## src/rtl/serial_adder.sv

```systemverilog
// Bit-serial adder: one full-adder cell plus a carry flop, one bit per clock.
// Start/busy/done handshake; the result is held until the next op completes.
module serial_adder #(
    parameter int WIDTH  = 8,
    parameter bit SIGNED = 1'b0
) (
    input  logic             clk,
    input  logic             rst_n,
    input  logic             start,
    input  logic [WIDTH-1:0] a,
    input  logic [WIDTH-1:0] b,
    input  logic             cin,
    output logic             busy,
    output logic             done,
    output logic [WIDTH-1:0] sum,
    output logic             cout,
    output logic             ovf
);

    localparam int CW = $clog2(WIDTH);
    localparam logic [CW-1:0] LAST = CW'(WIDTH - 1);

    typedef enum logic {IDLE, RUN} state_t;

    state_t           state_q, state_d;
    logic [WIDTH-1:0] a_q, a_d;
    logic [WIDTH-1:0] b_q, b_d;
    logic [WIDTH-1:0] s_q, s_d;
    logic             carry_q, carry_d;
    logic [CW-1:0]    cnt_q, cnt_d;
    logic [WIDTH-1:0] sum_q, sum_d;
    logic             cout_q, cout_d;
    logic             ovf_q, ovf_d;
    logic             done_q, done_d;
    logic             bit_s, bit_c;

    assign bit_s = a_q[0] ^ b_q[0] ^ carry_q;
    assign bit_c = (a_q[0] & b_q[0]) | (carry_q & (a_q[0] ^ b_q[0]));

    always_comb begin
        state_d = state_q;
        a_d     = a_q;
        b_d     = b_q;
        s_d     = s_q;
        carry_d = carry_q;
        cnt_d   = cnt_q;
        sum_d   = sum_q;
        cout_d  = cout_q;
        ovf_d   = ovf_q;
        done_d  = 1'b0;
        unique case (state_q)
            IDLE: begin
                if (start) begin
                    a_d     = a;
                    b_d     = b;
                    carry_d = cin;
                    cnt_d   = '0;
                    state_d = RUN;
                end
            end
            RUN: begin
                a_d     = a_q >> 1;
                b_d     = b_q >> 1;
                s_d     = {bit_s, s_q[WIDTH-1:1]};
                carry_d = bit_c;
                cnt_d   = cnt_q + CW'(1);
                if (cnt_q == LAST) begin
                    // carry_q is the carry into the MSB on this final step
                    sum_d   = {bit_s, s_q[WIDTH-1:1]};
                    cout_d  = bit_c;
                    ovf_d   = SIGNED ? (carry_q ^ bit_c) : bit_c;
                    done_d  = 1'b1;
                    cnt_d   = '0;
                    state_d = IDLE;
                end
            end
        endcase
    end

    always_ff @(posedge clk or negedge rst_n) begin
        if (!rst_n) begin
            state_q <= IDLE;
            a_q     <= '0;
            b_q     <= '0;
            s_q     <= '0;
            carry_q <= 1'b0;
            cnt_q   <= '0;
            sum_q   <= '0;
            cout_q  <= 1'b0;
            ovf_q   <= 1'b0;
            done_q  <= 1'b0;
        end else begin
            state_q <= state_d;
            a_q     <= a_d;
            b_q     <= b_d;
            s_q     <= s_d;
            carry_q <= carry_d;
            cnt_q   <= cnt_d;
            sum_q   <= sum_d;
            cout_q  <= cout_d;
            ovf_q   <= ovf_d;
            done_q  <= done_d;
        end
    end

    assign busy = (state_q == RUN);
    assign done = done_q;
    assign sum  = sum_q;
    assign cout = cout_q;
    assign ovf  = ovf_q;

endmodule

```

## config.mk

```make
export PLATFORM = sky130hd
export DESIGN_NAME = serial_adder
export DESIGN_NICKNAME = d
export VERILOG_FILES = /design/src/rtl/serial_adder.sv
export SDC_FILE = /design/constraint.sdc
export NUM_CORES = 1
export LEC_CHECK = 0
export BUFFER_PORTS_ARGS = -buffer_cell sky130_fd_sc_hd__buf_2
export CELL_PAD_IN_SITES_DETAIL_PLACEMENT = 1
export CELL_PAD_IN_SITES_GLOBAL_PLACEMENT = 1
export CORE_MARGIN = 5
export CORE_UTILIZATION = 40
export CTS_CLUSTER_SIZE = 20
export DETAILED_ROUTE_END_ITERATION = 10
export HOLD_SLACK_MARGIN = 0.03
export PLACE_DENSITY = 0.7
export SKIP_CTS_REPAIR_TIMING = 1
export SLEW_MARGIN = 30
export SYNTH_ARGS = -nofsm -noshare
export SYNTH_HDL_FRONTEND = slang
export SYNTH_SLANG_ARGS = --single-unit
```

## constraint.sdc

```tcl
create_clock -name clk -period 1.8 [get_ports clk]
set_input_delay 0.09 -clock clk [delete_from_list [all_inputs] [get_ports clk]]
set_output_delay 0.09 -clock clk [all_outputs]
set_load 0.005 [all_outputs]
```

After elaboration in Yosys (flattened, before gate mapping)
Index checks and enable logic that the tools add are counted.
{ "word_totals": {"in_bits": 20, "word_cells": 33, "ff_bits": 39, "out_inout_bits": 12} }
{ "op_classes": {"n_bitwise": 6, "n_addsub": 1, "reduce_logical": 1, "mux": 14, "eq_ne": 2} }
{ "op_table": {"columns": ["operator", "count"], "rows": [
  ["$pmux W8 S2", 2],
  ["$mux W8", 2],
  ["$mux W3", 2],
  ["$pmux W3 S2", 1],
  ["$mux W1", 5],
  ["$pmux W1 S2", 2],
  ["$add A3 B1 Y3 const B", 1],
  ["$eq A3 B3 Y1 const B", 1],
  ["$and A1 B1 Y1", 2],
  ["$ne A2 B2 Y1 const B", 1],
  ["$reduce_and A2 Y1", 1],
  ["$xor A1 B1 Y1", 2],
  ["$not A1 Y1", 1],
  ["$or A1 B1 Y1", 1]
]} }

Depth between registers and ports, before layout
{ "depth": {"depth_word": 4, "mapped_depth": 4, "depth_no_buf": 4} }

Worst setup path before layout
OpenSTA, ideal clock, no wires.
{ "synth_path": {"path_kind": "reg2reg", "from": "register cnt_q[0]", "to": "register ovf_q (netlist: ovf)", "t_arrival_ns": 1.239, "path_slack_ns": 0.436, "n_path_buf": 0, "period_less_slack_ns": 1.364, "setup_ns": 0.125, "path_stages_with_launch": 5, "required_ns": 1.675, "cell_sequence": "dfrtp_1 > ha_1 > ha_1 > nand2_8 > mux2_4"} }
{ "synth_between": {"elab_chain_cells": 2} }
{ "synth_lines": {"columns": ["element", "line_no", "rtl"], "rows": [
  ["start: declaration", "30", "logic [CW-1:0] cnt_q, cnt_d;"],
  ["start signal: assignment", "98", "cnt_q <= cnt_d;"],
  ["$eq A3 B3 Y1", "67", "if (cnt_q == LAST) begin"],
  ["$reduce_and A2 Y1 (no line)", null, null],
  ["end signal: assignment", "101", "ovf_q <= ovf_d;"],
  ["end: declaration", "33", "logic ovf_q, ovf_d;"]
]} }
No other way between the ends.
A chain may end at the register's enable or synchronous reset.

Final worst setup path
{ "layout_path": {"from": "register cnt_q[0]", "to": "register sum_q[7] (netlist: sum[7])"} }
{ "layout_between": {"elab_chain_cells": 2} }
{ "layout_lines": {"columns": ["element", "line_no", "rtl"], "rows": [
  ["$eq A3 B3 Y1", "67", null],
  ["$reduce_and A2 Y1 (no line)", null, null],
  ["end signal: assignment", "99", "sum_q <= sum_d;"],
  ["end: declaration", "31", "logic [WIDTH-1:0] sum_q, sum_d;"]
]} }
No other way between the ends.

==> flow_metrics.tcl <==
set metrics [dict create \
    timing.rr.end "sum[7]" \
    antenna_cells 0 \
    port_buffers 31 \
    grt_first_pass_wirelength_um 5470 \
    post_drt_wl_per_cell_um 15.4 \
    grt_pass1_vias 1169 \
    gp_congestion 0.701 \
    worstMarginPinSlew_ns 0.544 \
    clkPwrFrac_pct 19.2 \
    post-route-min-period_ns 1.45 \
    io_pins 32 \
    worstPathRequired_ns 1.98 \
    start_util_pct 41.5 \
    syn_inst 124 \
    yosysWarnings 0 \
    use_met3_pct 4.27 \
    critPathLaunch "cnt_q[0]" \
    drc 0 \
    fin_area_um2 1950 \
    tns_ns 0 \
    rr_startpoint "cnt_q[0]" \
    die_area_um2 5570 \
    cts_num_sinks 38 \
    cts_tree "built" \
    vdd_ir_drop_max_mv 0.543 \
    hold_class "primary input to register" \
    via_count 1042 \
    routed_wl_um 3210 \
    final_common_cell "dfrtp_1" \
    finalNetCount 180 \
    grt_util_met1_pct 14.6 \
    finalSetupViolations 0 \
    pwr_density_cell_nw_per_um2 1630 \
    endpoint_kind "register" \
    power_switching_mw 0.993 \
    drv_cap 0 \
    status "finished clean" \
    die_y_um 74.6 \
    dp_hpwl_um 2290 \
    area_growth_pct 16.9 \
    worst_slack_ns 0.345 \
    p_leak_nw 0.994 \
    whs_path_depth 3 \
    ys_ff_latch 38 \
    rrSetupSlack_ns 0.35 \
    cts_max_path_buffers 2 \
    htree_levels 2 \
    drt_iter0_drc 22 \
    crit_fanout 10 \
    cts_made_buffers 5 \
    seqPwrFrac_pct 47.6 \
    fmax_mhz 687 \
    clockRootBuffer "clkbuf_8" \
    layout_common_cells "38 x dfrtp_1, 30 x buf_2, 17 x mux2i_1" \
    clkSlewWorstSetupHoldPaths_ns 0.08 \
    hold_path_end "a_q[7]" \
    pre_cts_slack_ns 0.335 \
    grt_max_degree 39 \
    placed_cell_area_um2 1850 \
    swShare_pct 31.3 \
    core_um2 4030 \
    hold_ws_ns 0.0486 \
    finalCritPeriodShare_pct 80.8 \
    hold_viol_final 0 \
    syn_avg_cell_area_um2 13.5 \
    p_comb_share_pct 33.2 \
    antenna_left 0 \
    antenna_found_initial 0 \
    synth_nets 147 \
    rsz0062_at_grt "false" \
    ys_types 18 \
    use_met2_pct 23.6 \
    syn_area_um2 1670 \
    total_power_mw 3.17 \
    p_int_mw 2.18 \
    track_usage_pct 13.3 \
    busiest_layer "met2" \
    drtPass1Iterations 3 \
    fp-row-count 23 \
    critical_path.startpoint_type "register" \
    maxSlewViolCount 0 \
    skew_ns 0.00400 \
    path_class "register to register" \
    hp-start "a[7]" \
    reg2reg_depth 4 \
    grt.overflow.total 0 \
    arrival_ns 1.63 \
    drive_gt1_share_pct 36.1 \
    clk_latency_ns 0.29 \
    die_x_um 74.6 \
    via_per_inst 5.01 \
    max_slew_margin_pct 63.7 \
    synth_seq_area_share_pct 56.9 \
]
[routing by layer]
metal | vias up | share of wire, % | wire length, µm
met3 | 7 | 6.0 | 193
li1 | 492 | - | -
met4 | 0 | 1.7 | 53
met2 | 31 | 49 | 1590
met5 | - | 0 | 0
met1 | 512 | 43 | 1380
[registers in the layout (all words and copies together), names as in the netlist]
register	flops
a_q	8
b_q	8
sum	8
s_q	7
cnt_q	3
busy	1
carry_q	1
done	1
ovf	1
[synthesized netlist by cell type (all sizes together)]
library cell	n	share of area (%)
nand2b	2	0.75
buf	7	3.7
clkbuf	1	0.30
mux2	16	13
mux2i	17	10
a22o	2	1.0
nand2	16	4.6
nor2	3	0.67
o22ai	1	0.37
o21ai	16	4.8
inv	2	0.45
dfrtp	38	57
fa	1	1.2
ha	2	1.5
[critical path: stages, from the launching register on]
cell and delay, ns:
dfrtp_1 0.41, ha_1 0.21, ha_1 0.25, nand2_8 0.15
mux2_4 0.31
[final cells by class]
| class | instances | area, µm² |
|---|---|---|
| Multi-Input combinational cell | 76 | 644 |
| Timing Repair Buffer | 34 | 195 |
| Inverter | 2 | 7.51 |
| Clock buffer | 7 | 86.3 |
| Clock inverter | 1 | 5.00 |
| Fill cell | 440 | 2080 |
| Tap cell | 50 | 62.6 |
| Sequential cell | 38 | 951 |
[metrics by stage]
step | std cells | utilization, %
3_3_place_gp | 199 | 45.9
3_5_place_dp | 199 | 45.9
6_report | 208 | 48.4
2_1_floorplan | 124 | -
4_1_cts | 207 | 48.1
5_1_grt | 208 | 48.4
[worst max path at each step]
stage          cells past startpoint  slack [ns]  endpoint
2_1_floorplan                      4        0.44       ovf
3_3_place_gp                       4        0.41    sum[7]
3_5_place_dp                       4        0.33    sum[7]
4_1_cts                            4        0.33    sum[7]
5_1_grt                            4        0.30    sum[7]
6_report                           4        0.35    sum[7]
[power by group through the flow]
stage / sequential [mW] / clock, mW / combinational, mW
2_1_floorplan: 1.44 / 0 / 0.821
3_3_place_gp: 1.50 / 0 / 1.01
3_5_place_dp: 1.54 / 0 / 1.07
4_1_cts: 1.52 / 0.633 / 1.08
5_1_grt: 1.57 / 0.664 / 1.18
6_report: 1.51 / 0.610 / 1.05
[kinds of logic (layout without fill, tap and decap cells)]
group	Yosys count	after routing	synth area share (%)
adder cells (fa/ha/maj)	3	3	2.70
AND/OR/NAND/NOR	21	21	5.99
AO/OA/AOI/OAI	19	19	6.22
multiplexers	33	33	23.7
buffers and inverters	10	44	4.49
flip-flops	38	38	56.9
No activity file was read; power rests on OpenSTA's default activity.
